===== config.mk =====
export PLATFORM = sky130hd
export DESIGN_NAME = regfile_mp
export DESIGN_NICKNAME = d
export VERILOG_FILES = /design/src/rtl/regfile_mp.sv
export SDC_FILE = /design/constraint.sdc
export NUM_CORES = 1
export LEC_CHECK = 0
export CELL_PAD_IN_SITES_DETAIL_PLACEMENT = 1
export CELL_PAD_IN_SITES_GLOBAL_PLACEMENT = 1
export CORE_MARGIN = 1.5
export CORE_UTILIZATION = 40
export CTS_CLUSTER_DIAMETER = 80
export DETAILED_ROUTE_END_ITERATION = 10
export PLACE_DENSITY = 0.9
export SLEW_MARGIN = 15
export SYNTH_ARGS = -nofsm -noshare
export SYNTH_HDL_FRONTEND = slang
export SYNTH_SLANG_ARGS = --single-unit

===== constraint.sdc =====
create_clock -name clk -period 4.8 [get_ports clk]
set_input_delay 0.48 -clock clk [delete_from_list [all_inputs] [get_ports clk]]
set_output_delay 0.48 -clock clk [all_outputs]
set_load 0.05 [all_outputs]

===== src/rtl/regfile_mp.sv =====
// regfile_mp: 2^ADDR_W x DATA_W register file with two write ports and two read ports.
// Writes commit on the rising edge. Clear has the highest priority, then port B, then port A.
// Reads are either combinational, with or without same-cycle write forwarding, or registered
// with one cycle of latency. Entry 0 can optionally be hardwired to zero.
module regfile_mp #(
  parameter int DATA_W   = 8,
  parameter int ADDR_W   = 2,
  parameter int READ_LAT = 0,
  parameter int BYPASS   = 1,
  parameter int ZERO_REG = 0
) (
  input  logic              clk,
  input  logic              reset,
  input  logic              Clear,
  input  logic              Write,
  input  logic [ADDR_W-1:0] WriteReg,
  input  logic [DATA_W-1:0] WriteData,
  input  logic              Write2,
  input  logic [ADDR_W-1:0] WriteReg2,
  input  logic [DATA_W-1:0] WriteData2,
  input  logic [ADDR_W-1:0] ReadReg1,
  input  logic [ADDR_W-1:0] ReadReg2,
  input  logic              ReadEn1,
  input  logic              ReadEn2,
  output logic [DATA_W-1:0] ReadData1,
  output logic [DATA_W-1:0] ReadData2
);

  localparam int DEPTH = 1 << ADDR_W;

  logic [DATA_W-1:0] mem_q [DEPTH];
  logic [DATA_W-1:0] mem_d [DEPTH];

  // Current contents and next-edge value seen by each read port.
  logic [DATA_W-1:0] rd_cur1, rd_cur2;
  logic [DATA_W-1:0] rd_nxt1, rd_nxt2;

  // Next array contents: Clear beats both ports; port B is applied last so it wins a tie.
  always_comb begin
    // NOTE: start from a full copy of the current state so every element is assigned on
    // every path; a missing default here would infer latches.
    mem_d = mem_q;
    if (Clear) begin
      for (int i = 0; i < DEPTH; i++) mem_d[i] = '0;
    end else begin
      if (Write)  mem_d[WriteReg]  = WriteData;
      if (Write2) mem_d[WriteReg2] = WriteData2;
    end
    if (ZERO_REG != 0) mem_d[0] = '0;
  end

  // Storage array with asynchronous clear of every entry.
  always_ff @(posedge clk or negedge reset) begin
    if (!reset) begin
      // NOTE: the entries are reset because an immediate asynchronous clear is part of the
      // block's function; that keeps this storage in flops rather than a RAM macro.
      for (int i = 0; i < DEPTH; i++) mem_q[i] <= '0;
    end else begin
      // NOTE: sequential state is updated with non-blocking assignments only, so every
      // flop samples values from before the edge.
      mem_q <= mem_d;
    end
  end

  // Per-port view of the stored entry and of the value it takes at the next edge.
  always_comb begin
    rd_cur1 = mem_q[ReadReg1];
    rd_cur2 = mem_q[ReadReg2];
    rd_nxt1 = mem_d[ReadReg1];
    rd_nxt2 = mem_d[ReadReg2];
    if (ZERO_REG != 0) begin
      if (ReadReg1 == '0) rd_cur1 = '0;
      if (ReadReg2 == '0) rd_cur2 = '0;
    end
  end

  if (READ_LAT == 0) begin : g_comb_read
    if (BYPASS != 0) begin : g_bypass
      assign ReadData1 = rd_nxt1;
      assign ReadData2 = rd_nxt2;
      logic unused_rd;
      assign unused_rd = ^{ReadEn1, ReadEn2, rd_cur1, rd_cur2};
    end else begin : g_no_bypass
      assign ReadData1 = rd_cur1;
      assign ReadData2 = rd_cur2;
      logic unused_rd;
      assign unused_rd = ^{ReadEn1, ReadEn2, rd_nxt1, rd_nxt2};
    end
  end else begin : g_reg_read
    logic [DATA_W-1:0] rd1_q, rd1_d;
    logic [DATA_W-1:0] rd2_q, rd2_d;
    logic              unused_rd;

    // Output registers load the next value of the addressed entry, so a same-cycle write is seen.
    always_comb begin
      rd1_d = ReadEn1 ? rd_nxt1 : rd1_q;
      rd2_d = ReadEn2 ? rd_nxt2 : rd2_q;
    end

    // Read output registers, cleared together with the array.
    always_ff @(posedge clk or negedge reset) begin
      if (!reset) begin
        rd1_q <= '0;
        rd2_q <= '0;
      end else begin
        rd1_q <= rd1_d;
        rd2_q <= rd2_d;
      end
    end

    assign ReadData1 = rd1_q;
    assign ReadData2 = rd2_q;
    assign unused_rd = ^{rd_cur1, rd_cur2};
  end

endmodule


## After elaboration in Yosys (flattened, before gate mapping)

Index checks and enable logic that the tools add are counted.

| storage, ports and cells | value |
|---|---|
| flip-flop bits (word level) | 32 |
| latch bits | 0 |
| RAM bits | 0 |
| bits in read-only memories | 0 |
| bits of input ports | 31 |
| output and inout port bits | 16 |
| word-level logic and storage cells | 32 |
| memories kept | 0 |

| cells by class | value |
|---|---|
| add/sub/neg operators | 0 |
| multipliers | 0 |
| divide/modulo/power cells | 0 |
| $lt $le $gt $ge | 6 |
| equality and inequality tests | 0 |
| shift operators | 0 |
| mux-type cells | 16 |
| bitwise operators | 4 |
| reduce and logical (&&, ||, !) cells | 2 |

Operators by type and width:

| kind | count |
|---|---|
| 32-bit 2-to-1 mux | 4 |
| 32-bit bitwise mux | 2 |
| 8-bit 2-to-1 mux | 6 |
| 8-bit binary-select mux with 2-bit select | 2 |
| 8-bit demux with 2-bit select | 2 |
| 3-bit greater-or-equal comparator, second input constant | 4 |
| 2-bit inverter with 3-bit output | 4 |
| 3-bit by 1-bit < comparator with 1-bit output, second input constant | 2 |
| 1-bit logical AND | 2 |

## Depth between registers and ports, before layout

Gate-level depths: netlist (run 1).

| depth | value |
|---|---|
| depth after elaboration | 14 |
| gate-level depth with buffers | 5 |
| gate-level depth less buffers | 4 |

## Worst setup path before layout (run 1)

No wires, ideal clock.

| path | value |
|---|---|
| path kind | input-to-output |
| from | in WriteReg[1] |
| to | out ReadData1[0] |
| arrival time | 1.959 ns |
| required time | 4.320 ns |
| setup slack | 2.361 ns |
| stages | 5 |
| buffers on the path | 1 |
| cells stage by stage | or3b_1 -> buf_6 -> a221oi_2 -> nor3_1 -> mux4_2 |

RTL lines:

| item | line | source |
|---|---|---|
| start: declaration | 16 | `input logic [ADDR_W-1:0] WriteReg,` |
| end: declaration | 25 | `output logic [DATA_W-1:0] ReadData1,` |

==> summary.md, run 1 <==
| Metric | Value |
|---|---|
| Pwr/cell area | `276 mW/mm2` |
| Clock Latency Late Sink | `280 ps` |
| Die Y | `74.8 um` |
| Postcts setup bufs | `0` |
| Slew at the pin closest to its max-slew limit | `~820 ps` |
| Area share of the largest cell type after synthesis | `between 30% and 40%` |
| Pin count of the biggest net entering global routing | `33` |
| Seq/Total Area, Yosys | `38.8%` |
| Sinks on Clock Net | `32` |
| Avg Cell Area, Syn | `11.5 um2` |
| Post-CTS Resized | `0` |
| Max-Cap Viols | `0` |
| Asr flop ratio synth | `between 90% and 100%` |
| Xor and xnor area share after synthesis | `0%` |
| Top cells by area, synth | `dfrtp_1 39%, mux4_2 17%, a211oi_1 8.7%, mux2i_1 7.8%, a221oi_2 5.8%` |
| Die area | `0.00560 mm2` |
| Max Clock Skew | `0 ps` |
| Largest vdd supply drop | `~0.17 mV` |
| Core ar. | `between 0.004 and 0.005 mm2` |
| Die W | `74.8 um` |
| Final WS setup | `roughly 870 ps` |
| Post-Synthesis Cell Area | `slightly above 0.002 mm2` |
| Part of the cycle the worst path needs | `between 80% and 90%` |
| Post-Synth Adder-Cell Area | `0%` |
| Post-synthesis simple-gate area fraction | `between 10% and 20%` |
| Most common cell on crit path | `clkdlybuf4s50_1` |
| Regs by FF count | `mem_q (32)` |
| DR iter-0 viols | `97` |
| Gp weighted congestion | `around 0.79` |
| CP Class | `primary input to output pin` |
| DRC viols | `0` |
| Reg with most FFs | `mem_q` |
| Fill count | `516` |
| Syn Inst Count | `179` |
| Via Count | `~1700` |
| Initial Utilization | `42.6%` |
| Ys Warns | `0` |
| Initial antenna violation count | `0` |
| Rel. slew slack | `a little under half` |
| Fin. max-slew vios | `0` |
| Max reg flops | `32` |
| Run status | `finished, final reports clean` |
| Placed Instances | `280` |
| I/O pin count | `47` |
| Compound-cell area share of the yosys netlist | `roughly 18%` |
| Clock buffer depth | `2` |
| Static leakage | `roughly 1.1 nW` |
| WL met3 | `~400 um` |
| Final Hold Vio Count | `0` |
| RSZ-0062 raised after global routing | `no` |
| Crit-path cells | `clkdlybuf4s50_1, or3b_1, a221oi_2, nor3_1, mux4_2, clkdlybuf4s50_1` |
| Final core utilization | `between 50% and 60%` |
| CTS hold repair buffers | `0` |
| Setup slack at placement | `~900 ps` |
| Crit path capture type | `output pin` |
| Number of CTS-inserted buffers | `5` |
| H-tree lvl count | `2` |
| Period minus WS final | `roughly 3900 ps` |
| Vias per cell | `6.09` |
| WL final | `~6200 um` |
| Commonest register cell after synthesis | `dfrtp_1` |
| DP HPWL | `between 4000 and 5000 um` |
| CTS tree | `built` |
| CP peak stage delay | `a little over 700 ps` |
| Main combinational cell family by area after synthesis | `multiplexers` |
| First-pass detailed-route iteration total | `4` |
| Mux cell area share after synthesis | `roughly 25%` |
| GR Util All Layers | `about a quarter` |
| Final setup vio count | `0` |
| Post-synthesis cell type count | `18` |
| CP max stage cell | `clkdlybuf4s50_1` |
| CP arrival | `around 3500 ps` |
| Met2 wire len | `a little over 3000 um` |
| Worst Setup Start Kind | `primary input` |
| Global-route wire length before repair | `roughly 9900 um` |
| Post-route ant nets | `0` |
| Critical Path RT | `around 4300 ps` |
| Yosys top cell by area | `dfrtp_1` |
| Post-synth EDFFs | `0` |
| Number of cells in the finished layout apart from fillers | `between 200 and 300` |
| Worst Hold Class | `primary input to asynchronous set/reset pin` |
| Gr ovfl total | `0` |
| Post-layout net count | `~250` |
| WL/cell | `roughly 22 um` |
| CP Max Fanout | `8` |
| Mapped Nets | `210` |
| Antenna Cells | `0` |
| Vias in the first global route | `1850` |
| Most common library cells after synthesis | `32 x dfrtp_1, 32 x nor2_1, 24 x a211oi_1, 16 x mux2i_1, 16 x mux4_2` |
| Clock-pin slew on the worst setup and hold paths | `about 60 ps` |
| Synth-to-layout area growth | `28.7%` |
| Hold Worst Slack | `606 ps` |
| Max Freq | `between 200 and 300 MHz` |
| Setup Total Neg Slack | `0 ps` |
| Port buffer count | `between 40 and 50` |
| Clock root buffer | `clkbuf_8` |
| Share of post-route cells with drive strength above 1 | `18.2%` |
| Yosys reg bits | `32` |
| Metal1 wirelength | `roughly 2600 um` |
| FP Rows | `25` |
| Highest Signal Layer | `met4` |
-- metrics by stage --
stage	power (mW)	cell area, um2
6_report	0.733	2660
5_1_grt	0.760	2660
4_1_cts	0.736	2660
3_5_place_dp	0.511	2560
3_3_place_gp	0.506	2560
2_1_floorplan	0.430	2060
-- path summary, 6_finish.rpt --
check / start / endpoint / slack (ps) / cells after the start
hold reg to reg: mem_q[21]$_DFF_PN0_ / mem_q[21]$_DFF_PN0_ / 650 / 2
setup reg to reg: mem_q[15]$_DFF_PN0_ / mem_q[15]$_DFF_PN0_ / 3730 / 2
hold / removal: reset / mem_q[5]$_DFF_PN0_ / 610 / 2
setup / recovery: Write / ReadData2[2] / 870 / 6
min in group clk: mem_q[21]$_DFF_PN0_ / mem_q[21]$_DFF_PN0_ / 650 / 2
max in group asynchronous: reset / mem_q[0]$_DFF_PN0_ / 3890 / 2
-- kinds of logic (layout without fill, tap and decap cells) --
| family | Yosys count | count (layout) |
|---|---|---|
| compound gates | 40 | 40 |
| buf+inv | 17 | 58 |
| simple gates | 58 | 58 |
| mux | 32 | 32 |
| flops | 32 | 32 |
-- routing by layer --
metal	up-vias	global-route usage (%)
met5	-	0
met3	6	4.82
met1	883	32.8
li1	789	-
met2	69	41.1
met4	0	4.65
-- worst max-delay path, delay by kind of cell --
kind,cells,cell delay (ps)
AND/OR/NAND/NOR,2,730
multiplexers,1,500
AO/OA/AOI/OAI,1,350
buffers and inverters,2,1390
-- cell type report --
cell class / count / area (um2) / share of cell area, %
Timing Repair Buffer: 51 / 493 / 18.6
Tap cell: 67 / 83.8 / 3.16
Clock buffer: 7 / 96.3 / 3.63
Sequential cell: 32 / 801 / 30.1
Multi-Input combinational cell: 130 / 1180 / 44.5
-- power breakdown --
group	total [mW]	switching [mW]	internal, mW
combinational	0.215	0.125	0.0905
sequential	0.293	0.00593	0.287
clock	0.225	0.0974	0.128
-- cells in the final DEF, fill, tap and decap left out, drive strengths merged, types with 4 or more instances in the layout --
cell type / instances
clkdlybuf4s50: 44
nor2: 32
dfrtp: 32
a211oi: 24
mux2i: 16
mux4: 16
nor2b: 9
a221oi: 8
nor3: 8
a32oi: 8
clkbuf: 7
buf: 7
nand3b: 4
Note: power is estimated with default switching activity, not from simulation.
==> run 2, diff against run 1 <==
--- a/config.mk
+++ b/config.mk
@@ -8,10 +8,10 @@
 export CELL_PAD_IN_SITES_DETAIL_PLACEMENT = 1
 export CELL_PAD_IN_SITES_GLOBAL_PLACEMENT = 1
 export CORE_MARGIN = 1.5
-export CORE_UTILIZATION = 40
+export CORE_UTILIZATION = 36
 export CTS_CLUSTER_DIAMETER = 80
 export DETAILED_ROUTE_END_ITERATION = 10
-export PLACE_DENSITY = 0.9
+export PLACE_DENSITY = 0.86
 export SLEW_MARGIN = 15
 export SYNTH_ARGS = -nofsm -noshare
 export SYNTH_HDL_FRONTEND = slang
==> constraint.sdc (replaced) <==
create_clock -name clk -period 3.6 [get_ports clk]
set_input_delay 0.36 -clock clk [delete_from_list [all_inputs] [get_ports clk]]
set_output_delay 0.36 -clock clk [all_outputs]
set_load 0.05 [all_outputs]
==> run 2 against run 1 <==
  * Clock skew unchanged
  * Sequential power up 33%
  * Die area up 11%
  * Wire length up 0.48%
  * Hold slack worse by 130 ps
  * Setup slack worse by 510 ps
  * Non-clock buffer count up 1
  * Clock power up 30%
  * Critical path depth unchanged
  * Final cell count up 2.4%
  * Critical endpoint is now ReadData2[3]
==> summary.md, run 2 (synthesized netlist as in run 1, its figures left out) <==
| Metric | Value |
|---|---|
| Antenna Cells | `0 (unchanged)` |
| Max Freq | `309 MHz` |
| Pwr/cell area | `367 mW/mm2 (+33%)` |
| Max reg flops | `32 (unchanged)` |
| Vias in the first global route | `1910 (+3.2%)` |
| Share of post-route cells with drive strength above 1 | `25.2% (+7.0 points)` |
| Crit-path cells | `clkdlybuf4s50_1, nor2b_1, a221oi_2, nor3_1, mux4_2, buf_4` |
| Setup Total Neg Slack | `0 ps (unchanged)` |
| Max-Cap Viols | `0 (unchanged)` |
| Gp weighted congestion | `0.759 (-4.0%)` |
| WL/cell | `21.2 um (-1.9%)` |
| Reg with most FFs | `mem_q` |
| Fin. max-slew vios | `0 (unchanged)` |
| Final Hold Vio Count | `0 (unchanged)` |
| Sw Ratio | `32.2% (+1.1 points)` |
| Final WS setup | `360 ps (-513 ps)` |
| Period minus WS final | `~3200 ps` |
| Core ar. | `0.00551 mm2 (+14%)` |
| Run status | `finished, final reports clean` |
| CP max stage cell | `nor2b_1` |
| Port buffer count | `44 (unchanged)` |
| Number of CTS-inserted buffers | `5 (unchanged)` |
| Internal power | `0.659 mW (+30%)` |
| FP Rows | `27 (+8.0%)` |
| I/O pin count | `47 (unchanged)` |
| RSZ-0062 raised after global routing | `no` |
| CP peak stage delay | `880 ps (+160 ps)` |
| GR Util All Layers | `21.9% (-2.4 points)` |
| Clock Latency Late Sink | `290 ps (about the same)` |
| Pin count of the biggest net entering global routing | `33 (unchanged)` |
| Area of the multi-input gates | `0.00118 mm2 (unchanged)` |
| Tot Pwr | `0.971 mW (+32%)` |
| DRC viols | `0 (unchanged)` |
| WL final | `6220 um (+0.48%)` |
| DR iter-0 viols | `83 (-14%)` |
| CP Max Fanout | `9 (+1)` |
| Max Clock Skew | `0 ps (unchanged)` |
| Largest vdd supply drop | `0.185 mV (+7.3%)` |
| Synth-to-layout area growth | `28.3%` |
| Clock root buffer | `clkbuf_8` |
| Post-route ant nets | `0 (unchanged)` |
| Part of the cycle the worst path needs | `about nine tenths` |
| Die W | `78.7 um (+5.2%)` |
| Die area | `0.00620 mm2 (+11%)` |
| CP Class | `primary input to output pin` |
| NetSw | `0.312 mW (+37%)` |
| Rel. slew slack | `32.6% (-13 points)` |
| Clock-pin slew on the worst setup and hold paths | `70 ps (about the same)` |
| Sinks on Clock Net | `32 (unchanged)` |
| DP HPWL | `4310 um (+1.6%)` |
| Fill count | `600 (+16%)` |
| Clock buffer depth | `2 (unchanged)` |
| Vias per cell | `6.16 (+1.2%)` |
| Clock power frac | `30.2% (-0.5 points)` |
| CP arrival | `2880 ps (-570 ps)` |
| Slew at the pin closest to its max-slew limit | `1010 ps (+190 ps)` |
| Final setup vio count | `0 (unchanged)` |
| H-tree lvl count | `2 (unchanged)` |
| Seq pwr share | `40.2% (+0.3 points)` |
| Critical Path RT | `3240 ps (-1080 ps)` |
| Commonest non-fill, non-tap cells in the layout | `32 x nor2_1, 32 x dfrtp_1, 28 x clkdlybuf4s50_1, 24 x a211oi_1, 22 x buf_4` |
| Comb power frac | `29.6% (+0.2 points)` |
| CTS hold repair buffers | `0 (unchanged)` |
| Via Count | `1811 (+3.7%)` |
| Crit path capture type | `output pin` |
| First-pass detailed-route iteration total | `4 (unchanged)` |
| Die Y | `78.7 um (+5.2%)` |
| Regs by FF count | `mem_q (32)` |
| Post-CTS Resized | `0 (unchanged)` |
| CTS tree | `built` |
| Reg area | `801 um2 (unchanged)` |
| Initial antenna violation count | `0 (unchanged)` |
| Worst flop-to-flop path startpoint | `mem_q[12]$_DFF_PN0_` |
| Gr ovfl total | `0 (unchanged)` |
| Worst Setup Start Kind | `primary input` |
| Initial Utilization | `37.5% (-5.1 points)` |
| Setup slack at placement | `358 ps (-536 ps)` |
| Postcts setup bufs | `0 (unchanged)` |
| Global-route wire length before repair | `10100 um (+2.1%)` |
| Worst setup startpoint | `WriteReg[1]` |
| Worst Hold Class | `primary input to asynchronous set/reset pin` |
| Post-layout net count | `252 (+0.40%)` |
| Static leakage | `1.13 nW (+3.1%)` |
==> run 2: final cells by class <==
| class | instances | area share [%] |
|---|---|---|
| multi-input cells | 130 | 44.6 |
| repair buffers | 52 | 18.3 |
| well taps | 72 | 3.40 |
| flip-flops and latches | 32 | 30.2 |
| clock buffers | 8 | 3.40 |
==> run 2: worst paths after layout <==
| kind | slack, ps | end | cells after the start |
|---|---|---|---|
| hold reg to reg | 650 | mem_q[17]$_DFF_PN0_ | 2 |
| max in group asynchronous | 2820 | mem_q[6]$_DFF_PN0_ | 2 |
| setup reg to reg | 2610 | mem_q[12]$_DFF_PN0_ | 2 |
| hold / removal | 480 | mem_q[21]$_DFF_PN0_ | 2 |
| setup / recovery | 360 | ReadData2[3] | 6 |
| min in group clk | 650 | mem_q[17]$_DFF_PN0_ | 2 |
==> run 2: critical path: cells and delay by family <==
family                 cells  cell delay [ps]
buffers and inverters      2              820
AO/OA/AOI/OAI              1              120
multiplexers               1              320
AND/OR/NAND/NOR            2             1260
==> run 2: power groups by stage <==
| stage | clock network, mW | logic (mW) | registers, mW |
|---|---|---|---|
| floorplan | 0 | 0.179 | 0.394 |
| global placement | 0 | 0.281 | 0.395 |
| detailed placement | 0 | 0.287 | 0.397 |
| CTS | 0.298 | 0.289 | 0.391 |
| global route | 0.313 | 0.305 | 0.392 |
| finish | 0.293 | 0.287 | 0.391 |
==> run 2: metrics by stage <==
stage          cell area (um2)  std cells  util [%]  hold WS, ps
3_5_place_dp              2560        286      46.5          632
6_report                  2650        294      48.1          478
2_1_floorplan             2060        179         -         64.4
3_3_place_gp              2560        286      46.5          617
4_1_cts                   2650        294      48.1          491
5_1_grt                   2650        294      48.1          518
==> run 2: layer usage <==
layer  wire length (um)  track usage [%]
met3                345             3.10
met4                167             10.2
met2               3040             36.7
met1               2670             28.0
met5                  0                0
==> run 3, diff against run 2 <==
==> constraint.sdc (replaced) <==
create_clock -name clk -period 3.6 [get_ports clk]
set_input_delay 0.36 -clock clk [delete_from_list [all_inputs] [get_ports clk]]
set_output_delay 0.36 -clock clk [all_outputs]
set_load 0.02 [all_outputs]
==> run 3 against run 2 <==
  * Cell area is 1.5% higher
  * Combinational power is 11% lower
  * Largest cell class unchanged
  * Highest routed layer unchanged
  * Sequential power hardly changed
  * Clock power is 11% lower
  * Critical path depth is 2 higher
  * Flip-flop and latch count stayed put
  * Critical path type unchanged
  * Clock skew stayed put
  * Clock-buffer cell count is 2 lower
  * Register-to-register slack hardly changed
  * Setup slack worse by 180 ps
  * First-iteration DRC count is 45% higher
  * Maximum frequency is 5.4% lower
==> summary.md, run 3 (synthesized netlist as in run 1, its figures left out) <==
| Metric | Value |
|---|---|
| R2R depth | `2 (unchanged)` |
| DP HPWL | `4310 um (about the same)` |
| Placed Instances | `291 (+1.7%)` |
| Part of the cycle the worst path needs | `95.1% (+5.1 points)` |
| Post-CTS Resized | `0 (unchanged)` |
| Synth-to-layout area growth | `30.2%` |
| Hold Worst Slack | `502 ps (+23.6 ps)` |
| WL/cell | `21.6 um (+1.9%)` |
| FP Rows | `27 (unchanged)` |
| Max Clock Skew | `0 ps (unchanged)` |
| First-pass detailed-route iteration total | `4 (unchanged)` |
| CTS tree | `built` |
| Final setup vio count | `0 (unchanged)` |
| Postcts setup bufs | `0 (unchanged)` |
| Fill count | `610 (+1.7%)` |
| Fin. max-slew vios | `0 (unchanged)` |
| WP buf/inv | `4 (+2)` |
| CP Class | `primary input to output pin` |
| Reg-to-reg endpoint | `mem_q[15]$_DFF_PN0_` |
| CP Max Fanout | `12 (+3)` |
| Via Count | `1834 (+1.3%)` |
| Share of post-route cells with drive strength above 1 | `19.9% (-5.3 points)` |
| Clock Latency Late Sink | `280 ps (about the same)` |
| CTS hold repair buffers | `0 (unchanged)` |
| Clock root buffer | `clkbuf_8` |
| CP max stage cell | `clkdlybuf4s50_1` |
| Initial Utilization | `37.5% (unchanged)` |
| Die W | `78.7 um (unchanged)` |
| Post-layout net count | `257 (+2.0%)` |
| RSZ-0062 raised after global routing | `no` |
| Antenna Cells | `0 (unchanged)` |
| Register-to-Register Setup Slack | `2610 ps (about the same)` |
| H-tree lvl count | `2 (unchanged)` |
| Die Y | `78.7 um (unchanged)` |
| Worst Hold Class | `primary input to asynchronous set/reset pin` |
| CP delay by family, top | `buffers and inverters` |
| Vias per cell | `6.15 (about the same)` |
| Crit path capture type | `output pin` |
| Gp weighted congestion | `0.756 (-0.38%)` |
| Critical Path RT | `3240 ps (about the same)` |
| Die area | `0.00620 mm2 (unchanged)` |
| Period minus WS final | `3420 ps (+184 ps)` |
| Setup Total Neg Slack | `0 ps (unchanged)` |
| Core ar. | `0.00551 mm2 (unchanged)` |
| Max-Cap Viols | `0 (unchanged)` |
| Initial antenna violation count | `0 (unchanged)` |
| Rel. slew slack | `52.6% (+20 points)` |
| Max reg flops | `32 (unchanged)` |
| Commonest non-fill, non-tap cell in the layout | `clkdlybuf4s50_1` |
| I/O pin count | `47 (unchanged)` |
| GR Util All Layers | `22.9% (+0.94 points)` |
| Port buffer count | `44 (unchanged)` |
| Sinks on Clock Net | `32 (unchanged)` |
| Slew at the pin closest to its max-slew limit | `708 ps (-300 ps)` |
| DR iter-0 viols | `120 (+45%)` |
| Commonest non-fill, non-tap cells in the layout | `44 x clkdlybuf4s50_1, 32 x nor2_1, 32 x dfrtp_1, 24 x a211oi_1` |
| WL final | `6430 um (+3.3%)` |
| DRC viols | `0 (unchanged)` |
| Worst flop-to-flop path startpoint | `mem_q[15]$_DFF_PN0_` |
| Gr ovfl total | `0 (unchanged)` |
| Final Hold Vio Count | `0 (unchanged)` |
| Crit-path cells | `clkdlybuf4s50_1, buf_4, nand3b_1, buf_4, mux2i_1, a211oi_1, mux4_2, clkdlybuf4s50_1` |
| Tot Pwr | `0.906 mW (-6.7%)` |
| Number of CTS-inserted buffers | `5 (unchanged)` |
| Post-route ant nets | `0 (unchanged)` |
| Reg with most FFs | `mem_q` |
| Clock buffer depth | `2 (unchanged)` |
| CP arrival | `3060 ps (+180 ps)` |
| CP peak stage delay | `600 ps (-280 ps)` |
| Pwr/cell area | `337 mW/mm2 (-8.1%)` |
| Static leakage | `1.12 nW (-1.4%)` |
| Pin count of the biggest net entering global routing | `33 (unchanged)` |
| Run status | `finished, final reports clean` |
| Regs by FF count | `mem_q (32)` |
| Max Freq | `292 MHz (-5.4%)` |
| Global-route wire length before repair | `10700 um (+6.2%)` |
| Largest vdd supply drop | `0.184 mV (-0.74%)` |
| Worst Setup Start Kind | `primary input` |
| Clock-pin slew on the worst setup and hold paths | `70 ps (about the same)` |
| Number of cells in the finished layout apart from fillers | `298 (+1.4%)` |
| Vias in the first global route | `2014 (+5.4%)` |
## run 3: cell count changes in the layout (fill, tap and decap cells not counted)
cell / change
buf_4: -9
clkbuf_8: -1
buf_12: -2
clkinv_2: +1
clkbuf_1: -1
clkdlybuf4s50_1: +16
## run 3: worst max-delay path by stage
stage	to	cells past startpoint	from
2_1_floorplan	ReadData1[0]	5	WriteReg[1]
3_3_place_gp	ReadData1[6]	8	WriteReg[1]
3_5_place_dp	ReadData2[3]	8	WriteReg[0]
4_1_cts	ReadData1[2]	8	Write
5_1_grt	ReadData1[6]	8	Write
6_report	ReadData1[2]	8	Write
## run 3: per-layer routing
metal	GRT usage, %	wire length (um)	up-vias
met5	0	0	-
met4	8.93	123	0
met3	3.79	308	12
met2	37.5	3220	60
met1	30.2	2780	967
li1	-	-	795
## run 3: worst reg2reg max path, delay by kind of cell (launching register included)
family	cells	cell delay, ps
flip-flops	1	340
AO/OA/AOI/OAI	2	510
## run 3: power breakdown
group | internal [mW] | total, mW | switching, mW | leakage, nW
Combinational | 0.124 | 0.256 | 0.131 | 0.646
Clock | 0.131 | 0.260 | 0.129 | 0.0410
Sequential | 0.383 | 0.390 | 0.00784 | 0.430
## run 3: stage by stage
step	utilization, %	cell area [um2]	setup slack [ps]
2_1_floorplan	-	2060	1490
3_3_place_gp	47.4	2610	266
3_5_place_dp	47.4	2610	227
4_1_cts	48.8	2690	208
5_1_grt	48.8	2690	71.2
6_report	48.8	2690	176
## run 3: cell type report
| type | instances | area (um2) | area share [%] |
|---|---|---|---|
| clock buffers | 6 | 72.6 | 2.70 |
| clock inverters | 1 | 5.00 | 0.186 |
| multi-input cells | 130 | 1180 | 44.0 |
| flip-flops and latches | 32 | 801 | 29.8 |
| well taps | 72 | 90.1 | 3.35 |
| repair buffers | 57 | 538 | 20.0 |
